File: config.mk
export PLATFORM = sky130hd
export DESIGN_NAME = seq_verifier
export DESIGN_NICKNAME = d
export VERILOG_FILES = /design/src/rtl/seq_verifier.sv
export SDC_FILE = /design/constraint.sdc
export NUM_CORES = 2
export LEC_CHECK = 0
export BUFFER_PORTS_ARGS = -buffer_cell sky130_fd_sc_hd__buf_2
export CAP_MARGIN = 20
export CORE_AREA = 2 2 347 349
export DETAILED_ROUTE_END_ITERATION = 10
export DIE_AREA = 0 0 349 351
export PLACE_DENSITY = 0.71
export SYNTH_ARGS = -nofsm -noshare
export SYNTH_HDL_FRONTEND = slang
export SYNTH_HIERARCHICAL = 1
export SYNTH_SLANG_ARGS = --single-unit
File: constraint.sdc
create_clock -name clk -period 22.3 [get_ports clk]
set_clock_uncertainty 0.05 [all_clocks]
set_input_delay 6.69 -clock clk [delete_from_list [all_inputs] [get_ports clk]]
set_output_delay 6.69 -clock clk [all_outputs]
set_load 0.02 [all_outputs]
File: src/rtl/seq_verifier.sv
// seq_verifier: credential checker. A request carries a username and a
// password; the password is hashed one byte per cycle with 32-bit FNV-1a,
// then compared against a small credential table. Each entry counts
// consecutive failures and locks itself after MAX_FAIL of them.
//
// Ports:
//   clk, rst_n              clock, async active-low reset
//   req_valid/req_ready     request handshake (ready only in IDLE)
//   req_user, req_pass      candidate credentials, byte 0 = bits[7:0]
//   resp_valid/resp_ready   response handshake
//   resp_pass, resp_locked  verdict, held stable while resp_valid && !resp_ready
//   cfg_we/addr/user/hash   table write, honoured only in IDLE

// One credential table entry: storage, user compare, fail/lock bookkeeping.
module seq_verifier_entry #(
  parameter int DATA_W   = 64,
  parameter int MAX_FAIL = 3
) (
  input  logic              clk,
  input  logic              rst_n,
  input  logic              wr,
  input  logic [DATA_W-1:0] wr_user,
  input  logic [31:0]       wr_hash,
  input  logic              ok,
  input  logic              fail,
  input  logic [DATA_W-1:0] cmp_user,
  output logic              hit,
  output logic [31:0]       hash,
  output logic [3:0]        fail_cnt,
  output logic              locked
);
  localparam logic [3:0] MF = 4'(MAX_FAIL);

  logic              valid;
  logic [DATA_W-1:0] user;

  assign hit = valid && (user == cmp_user);

  always_ff @(posedge clk or negedge rst_n) begin
    if (!rst_n) begin
      valid    <= 1'b0;
      user     <= '0;
      hash     <= '0;
      fail_cnt <= '0;
      locked   <= 1'b0;
    end else if (wr) begin
      valid    <= |wr_user;   // an all-zero username marks the slot empty
      user     <= wr_user;
      hash     <= wr_hash;
      fail_cnt <= '0;
      locked   <= 1'b0;
    end else if (ok) begin
      fail_cnt <= '0;
    end else if (fail && fail_cnt < MF) begin
      fail_cnt <= fail_cnt + 4'd1;
      if (fail_cnt + 4'd1 == MF) locked <= 1'b1;
    end
  end
endmodule

module seq_verifier #(
  parameter int DATA_W   = 64,
  parameter int USERS    = 8,
  parameter int MAX_FAIL = 3
) (
  input  logic                     clk,
  input  logic                     rst_n,
  input  logic                     req_valid,
  output logic                     req_ready,
  input  logic [DATA_W-1:0]        req_user,
  input  logic [DATA_W-1:0]        req_pass,
  output logic                     resp_valid,
  input  logic                     resp_ready,
  output logic                     resp_pass,
  output logic                     resp_locked,
  input  logic                     cfg_we,
  input  logic [$clog2(USERS)-1:0] cfg_addr,
  input  logic [DATA_W-1:0]        cfg_user,
  input  logic [31:0]              cfg_hash
);
  localparam int          NB       = DATA_W / 8;
  localparam int          IW       = $clog2(NB + 1);
  localparam int          AW       = $clog2(USERS);
  localparam logic [3:0]  MF       = 4'(MAX_FAIL);
  localparam logic [31:0] FNV_OFF  = 32'h811C9DC5;
  localparam logic [31:0] FNV_PRIM = 32'h01000193;

  typedef enum logic [1:0] {IDLE, HASH, CHECK, RESP} state_t;

  state_t            state;
  logic [DATA_W-1:0] user_q, pass_q;
  logic [IW-1:0]     len_q, i;
  logic [31:0]       h;

  assign req_ready = (state == IDLE);

  // Password length: bytes before the first 0x00 byte.
  logic [IW-1:0] len_c;
  logic          zfound;
  always_comb begin
    len_c  = IW'(NB);
    zfound = 1'b0;
    for (int b = 0; b < NB; b++) begin
      if (!zfound && req_pass[8*b +: 8] == 8'h00) begin
        len_c  = IW'(b);
        zfound = 1'b1;
      end
    end
  end

  logic [7:0] byte_cur;
  always_comb begin
    byte_cur = '0;
    for (int b = 0; b < NB; b++)
      if (i == IW'(b)) byte_cur = pass_q[8*b +: 8];
  end

  logic [31:0] h_next;
  assign h_next = (h ^ {24'b0, byte_cur}) * FNV_PRIM;

  // Table
  logic [USERS-1:0]       ent_hit, wr_vec, ok_vec, fail_vec;
  logic [USERS-1:0][31:0] ent_hash;
  logic [USERS-1:0][3:0]  ent_fail;
  logic [USERS-1:0]       ent_locked;

  for (genvar k = 0; k < USERS; k++) begin : g_ent
    seq_verifier_entry #(.DATA_W(DATA_W), .MAX_FAIL(MAX_FAIL)) u_ent (
      .clk      (clk),
      .rst_n    (rst_n),
      .wr       (wr_vec[k]),
      .wr_user  (cfg_user),
      .wr_hash  (cfg_hash),
      .ok       (ok_vec[k]),
      .fail     (fail_vec[k]),
      .cmp_user (user_q),
      .hit      (ent_hit[k]),
      .hash     (ent_hash[k]),
      .fail_cnt (ent_fail[k]),
      .locked   (ent_locked[k])
    );
  end

  // Lowest matching index wins when a username is duplicated.
  logic          hit_any;
  logic [AW-1:0] hit_idx;
  always_comb begin
    hit_any = 1'b0;
    hit_idx = '0;
    for (int k = USERS - 1; k >= 0; k--) begin
      if (ent_hit[k]) begin
        hit_any = 1'b1;
        hit_idx = AW'(k);
      end
    end
  end

  logic sel_locked, h_eq, chk_ok, chk_fail, fail_lock;
  assign sel_locked = ent_locked[hit_idx];
  assign h_eq       = (h == ent_hash[hit_idx]);
  assign chk_ok     = (state == CHECK) && hit_any && !sel_locked && h_eq;
  assign chk_fail   = (state == CHECK) && hit_any && !sel_locked && !h_eq;
  assign fail_lock  = (ent_fail[hit_idx] + 4'd1) == MF;

  always_comb begin
    wr_vec   = '0;
    ok_vec   = '0;
    fail_vec = '0;
    for (int k = 0; k < USERS; k++) begin
      wr_vec[k]   = cfg_we && (state == IDLE) && (cfg_addr == AW'(k));
      ok_vec[k]   = chk_ok && (hit_idx == AW'(k));
      fail_vec[k] = chk_fail && (hit_idx == AW'(k));
    end
  end

  always_ff @(posedge clk or negedge rst_n) begin
    if (!rst_n) begin
      state       <= IDLE;
      user_q      <= '0;
      pass_q      <= '0;
      len_q       <= '0;
      h           <= '0;
      i           <= '0;
      resp_valid  <= 1'b0;
      resp_pass   <= 1'b0;
      resp_locked <= 1'b0;
    end else begin
      case (state)
        IDLE: if (req_valid) begin
          user_q <= req_user;
          pass_q <= req_pass;
          len_q  <= len_c;
          h      <= FNV_OFF;
          i      <= '0;
          state  <= (len_c == '0) ? CHECK : HASH;
        end
        HASH: begin
          h <= h_next;
          i <= i + IW'(1);
          if (i == len_q - IW'(1)) state <= CHECK;
        end
        CHECK: begin
          resp_valid  <= 1'b1;
          resp_pass   <= chk_ok;
          resp_locked <= hit_any && (sel_locked || (!h_eq && fail_lock));
          state       <= RESP;
        end
        RESP: if (resp_ready) begin
          resp_valid <= 1'b0;
          state      <= IDLE;
        end
        default: state <= IDLE;
      endcase
    end
  end
endmodule

==> After elaboration in Yosys (flattened, before gate mapping) <==
Cells that the tools add are included.
{ "word_totals": {"reg_bits": 989, "inputBits": 232, "wordCells": 353} }
{ "classes": {"addsub": 11, "multipliers": 1, "magnitude_cmp": 9, "eq_ne": 54, "mux": 112, "bitwise": 1, "n_reduce_logical": 116} }
{ "op_table": {"columns": ["op", "n"], "rows": [
  ["== test 64 bit", 8],
  ["two-way mux 4 bit", 34],
  ["binary-select mux 32 bit (select 3 bit)", 1],
  ["zero test 8 bit", 8],
  ["two-way mux 32 bit", 2],
  ["two-way mux 8 bit", 8],
  ["one-hot mux 32 bit (2 select lines)", 1],
  ["OR reduction 64 bit", 1],
  ["logical AND 1 bit", 54],
  ["two-way mux 1 bit", 49],
  ["== test 4 x 2 -> 1 bit, second input constant", 11],
  ["adder 4 x 1 -> 4 bit, second input constant", 10],
  ["nonzero test 2 bit", 18],
  ["== test 32 bit", 1],
  ["less-than comparator 4 x 2 -> 1 bit, second input constant", 8],
  ["multiplier 32 x 25 -> 32 bit, second input constant", 1],
  ["bitwise XOR 32 x 8 -> 32 bit", 1],
  ["AND reduction 3 bit", 9],
  ["== test 3 bit, second input constant", 8],
  ["two-way mux 3 bit", 8],
  ["nonzero test 3 bit", 8],
  ["== test 4 x 3 -> 1 bit, second input constant", 4],
  ["inequality test 2 x 1 -> 1 bit, second input constant", 8],
  ["binary-select mux 4 bit (select 3 bit)", 1],
  ["other kinds (20)", 42]
]} }

==> Depth between registers and ports, before layout <==
{ "depth": {"word_depth": 27, "ltp_mapped": 32, "depth_no_buf": 32} }

==> Cells and area by module <==
Netlist, hierarchy kept.
{ "by_module_without_submodules": {"columns": ["module", "n_inst", "cells_per_inst", "area_each_um2", "seq_area_each_um2"], "rows": [
  ["seq_verifier_entry at g_ent[0].u_ent ...", 7, 368, 4684.5, 2552.4],
  ["seq_verifier", 1, 1591, 15489.9, 4329.2],
  ["seq_verifier_entry at g_ent[7].u_ent", 1, 372, 4694.5, 2552.4]
]} }

==> Worst setup path before layout <==
No wires, ideal clock.
{ "synth_path": {"path_kind": "input to register", "startpoint": "input cfg_addr[0]", "endpoint": "register g_ent[7].u_ent.hash[27]", "setup_ns": 0.125, "arrival_ns": 8.038, "setup_slack_ns": 14.087, "path_stages": 6, "cell_sequence": "nand3_1 > nor2_1 > clkbuf_1 > buf_2 > buf_1 > mux2_2"} }
{ "synth_between": {"elab_chain_cells": 2} }
{ "synth_lines": {"columns": ["item", "line", "text"], "rows": [
  ["from (decl)", "77", "input logic [$clog2(USERS)-1:0] cfg_addr,"],
  ["== test 3 bit", "170", "wr_vec[k] = cfg_we && (state == IDLE) && (cfg_addr == AW'(k));"],
  ["logical AND 1 bit", "170", null],
  ["named net wr_vec[7]", "122", "logic [USERS-1:0] ent_hit, wr_vec, ok_vec, fail_vec;"],
  ["to (signal assigned)", "49", "hash <= wr_hash;"],
  ["to (decl)", "28", "output logic [31:0] hash,"]
]} }
The timed path passes the listed nets, and every way through them passes these cells.
A chain may end at the register's enable or synchronous reset.

==> impl_metrics.py <==
metrics = {
    "setup_path": {
        "worstReg2RegEnd": "h[31]",
        "end_kind": "asynchronous set/reset pin",
        "r2r_setup_slack_ns": 13.31,
        "reg2reg_from": "i[1]",
        "worst-setup-path-type": "in -> async",
        "r2r_cells": 26,
        "endpoint": "h[13]",
        "crit_arrival_ns": 10.02,
        "setup.worst_path.start": "rst_n",
        "cp_max_fo": 167,
        "start_kind": "primary input",
        "required_ns": 22.92,
    },
    "clock_network": {
        "hold_buffers": 0,
        "cts.clk_slew.worst_paths_ns": 0.05,
        "cts_tree": "built",
        "post_cts_buffers": 0,
        "clockBufferDepth": 3,
        "cts-htree-levels": 3,
        "numCtsBuffers": 104,
        "clockRootBuffer": "clkbuf_16",
        "cts_sinks": 989,
        "clk_latency_ns": 0.68,
        "cts_resized": 0,
    },
    "detailed_routing": {
        "drc": 0,
        "wirelength_mm": 155,
        "viasPerCell": 5.95,
        "vias": 38100,
        "antenna_left": 0,
        "dr.first_iter.drc_count": 3664,
        "wire_per_inst_microns": 24.2,
        "firstDrtPassIters": 8,
    },
    "cells_and_area": {
        "fillers": 10300,
        "seq_area_sq_mm": 0.0247,
        "final_layout_size_suffix_gt1_frac": 0.272,
        "finalNetCount": 5277,
        "multi_input_area_sq_mm": 0.0260,
        "area_delta_synth_final_pct": 12.0,
    },
    "synthesis": {
        "syn_inst": 4539,
        "synthFlopType": "dfrtp_1",
        "synth-async-reset-ratio": 1.00,
        "yosys_warnings": 6,
        "ys_seq_elements": 989,
        "ys_types": 74,
        "ys_seq_area_frac": 0.467,
        "synth_area_per_cell_sq_um": 11.7,
        "synth_edf_count": 0,
        "synth_area_sq_mm": 0.0530,
        "syn_nets": 5055,
    },
    "timing": {
        "grt_setup_unrepaired": "no",
        "fmax_mhz": 106,
        "min_period_ns": 9.41,
        "hold_violations": 0,
        "relSlewSlack": 0.0859,
        "finalMaxSlewViolations": 0,
        "finalSetupTns_ns": 0,
        "fin_crit_sh": 0.422,
        "setup_viol": 0,
        "tightest_slew_ns": 1.36,
    },
    "floorplan": {
        "pin_count": 236,
        "die_width_microns": 349,
        "rows": 127,
        "initial_core_util": 0.445,
        "die_h_microns": 351,
        "die-area_sq_mm": 0.122,
        "core_area_sq_mm": 0.119,
    },
    "grt": {
        "track_usage": 0.252,
        "grt_pass1_wl_mm": 236,
        "antenna_found_initial": 38,
        "overflow": 0,
        "grt_pass1_vias": 38300,
        "grt_start_max_net_pins": 172,
    },
    "placement": {
        "io_buffers": 235,
        "gp_congestion": 0.925,
        "hpwl_mm": 103,
    },
    "run_status": {
        "status": "finished, final reports clean",
    },
    "worst_hold_path": {
        "hold_path.class": "reg -> reg",
    },
    "run": {
        "max-cap-violations": 0,
    },
}
==> stage by stage <==
| stage | hold slack, ns | area [sq um] | util | std cells | worst slack, ns |
|---|---|---|---|---|---|
| final | 0.449 | 59300 | 0.499 | 6398 | 12.89 |
| after global routing | 0.466 | 59300 | 0.499 | 6397 | 12.32 |
| after CTS | 0.452 | 59300 | 0.498 | 6384 | 12.76 |
| after detailed placement | 0.440 | 55800 | 0.469 | 6199 | 12.03 |
| after global placement | 0.430 | 55800 | 0.469 | 6199 | 12.09 |
| after floorplan | 0.412 | 53000 | - | 4539 | 14.09 |
==> critical path, stage by stage <==
cell	delay, ns
buf_8	0.56
buf_12	0.68
buf_4	0.86
buf_4	0.87
==> routing by layer <==
layer  global-route usage  vias to the layer above  routed length, microns
met2                0.390                     1614                   69000
li1                     -                    16800                       -
met5                    0                        -                     233
met1                0.346                    19200                   65100
met4               0.0903                       38                    6130
met3               0.0618                      397                   14500
==> kinds of logic (layout without fill, tap and decap cells) <==
| family | Yosys count | count (layout) | synth area share |
|---|---|---|---|
| AO/OA/AOI/OAI | 624 | 624 | 0.0810 |
| adder cells (fa/ha/maj) | 284 | 284 | 0.0776 |
| multiplexers | 800 | 800 | 0.170 |
| flip-flops | 989 | 989 | 0.467 |
| other | 0 | 10 | 0 |
| XOR/XNOR | 437 | 437 | 0.0722 |
| buffers and inverters | 572 | 873 | 0.0430 |
| AND/OR/NAND/NOR | 833 | 833 | 0.0890 |
==> final cells by class <==
type / count / area share
sequential: 989 / 0.417
timing repair buffer: 293 / 0.0281
clock inverter: 40 / 0.00816
antenna: 10 / 0.000422
clock buffer: 145 / 0.0497
inverter: 395 / 0.0250
tap: 1548 / 0.0326
multi-input combinational: 2978 / 0.439
==> registers in the layout, indices dropped and copies added, names as in the netlist <==
register,cells
g_ent.u_ent/fail_cnt,32
g_ent.u_ent/hash,256
g_ent.u_ent/locked,8
g_ent.u_ent/user,512
g_ent.u_ent/valid,8
h,32
i,4
len_q,4
pass_q,64
resp_locked,1
resp_pass,1
resp_valid,1
state,2
user_q,64
==> synthesized netlist by cell type, types with 24 or more instances <==
cell | n | area share
a21oi_1 | 42 | 0.0040
a221oi_1 | 25 | 0.0041
a22o_1 | 31 | 0.0051
buf_2 | 87 | 0.0082
clkbuf_1 | 74 | 0.0052
dfrtp_1 | 989 | 0.47
fa_1 | 74 | 0.028
ha_1 | 210 | 0.050
inv_1 | 395 | 0.028
mux2_2 | 798 | 0.17
nand2_1 | 197 | 0.014
nand4_1 | 90 | 0.011
nor2_1 | 115 | 0.0081
nor3_1 | 65 | 0.0061
nor4_1 | 201 | 0.024
nor4b_1 | 24 | 0.0040
o21ai_0 | 168 | 0.016
o221ai_1 | 37 | 0.0061
o22ai_1 | 158 | 0.019
xnor2_1 | 264 | 0.044
xor2_1 | 173 | 0.029
==> cells in the final DEF, fill, tap and decap left out, types with 37 or more instances in the layout <==
| master | synthesis | routed |
|---|---|---|
| dfrtp_1 | 989 | 989 |
| mux2_2 | 798 | 798 |
| inv_1 | 395 | 395 |
| xnor2_1 | 264 | 264 |
| buf_2 | 87 | 236 |
| ha_1 | 210 | 210 |
| nor4_1 | 201 | 199 |
| nand2_1 | 197 | 196 |
| xor2_1 | 173 | 173 |
| o21ai_0 | 168 | 167 |
| o22ai_1 | 158 | 158 |
| nor2_1 | 115 | 108 |
| clkbuf_16 | 0 | 104 |
| nand4_1 | 90 | 90 |
| fa_1 | 74 | 74 |
| nor3_1 | 65 | 63 |
| buf_4 | 0 | 52 |
| a21oi_1 | 42 | 42 |
| o221ai_1 | 37 | 37 |
==> worst min path at each step <==
stage | from | to | slack [ns] | cells after the start
2_1_floorplan | g_ent[0].u_ent/locked | g_ent[0].u_ent/locked | 0.41 | 2
3_3_place_gp | g_ent[2].u_ent/locked | g_ent[2].u_ent/locked | 0.43 | 2
3_5_place_dp | pass_q[63] | pass_q[63] | 0.44 | 1
4_1_cts | pass_q[63] | pass_q[63] | 0.45 | 1
5_1_grt | pass_q[33] | pass_q[33] | 0.47 | 1
6_report | pass_q[63] | pass_q[63] | 0.45 | 1
Power is left out: the tool's default activity adds up to more than one toggle a clock period on the data nets, which glitch-free logic cannot reach.
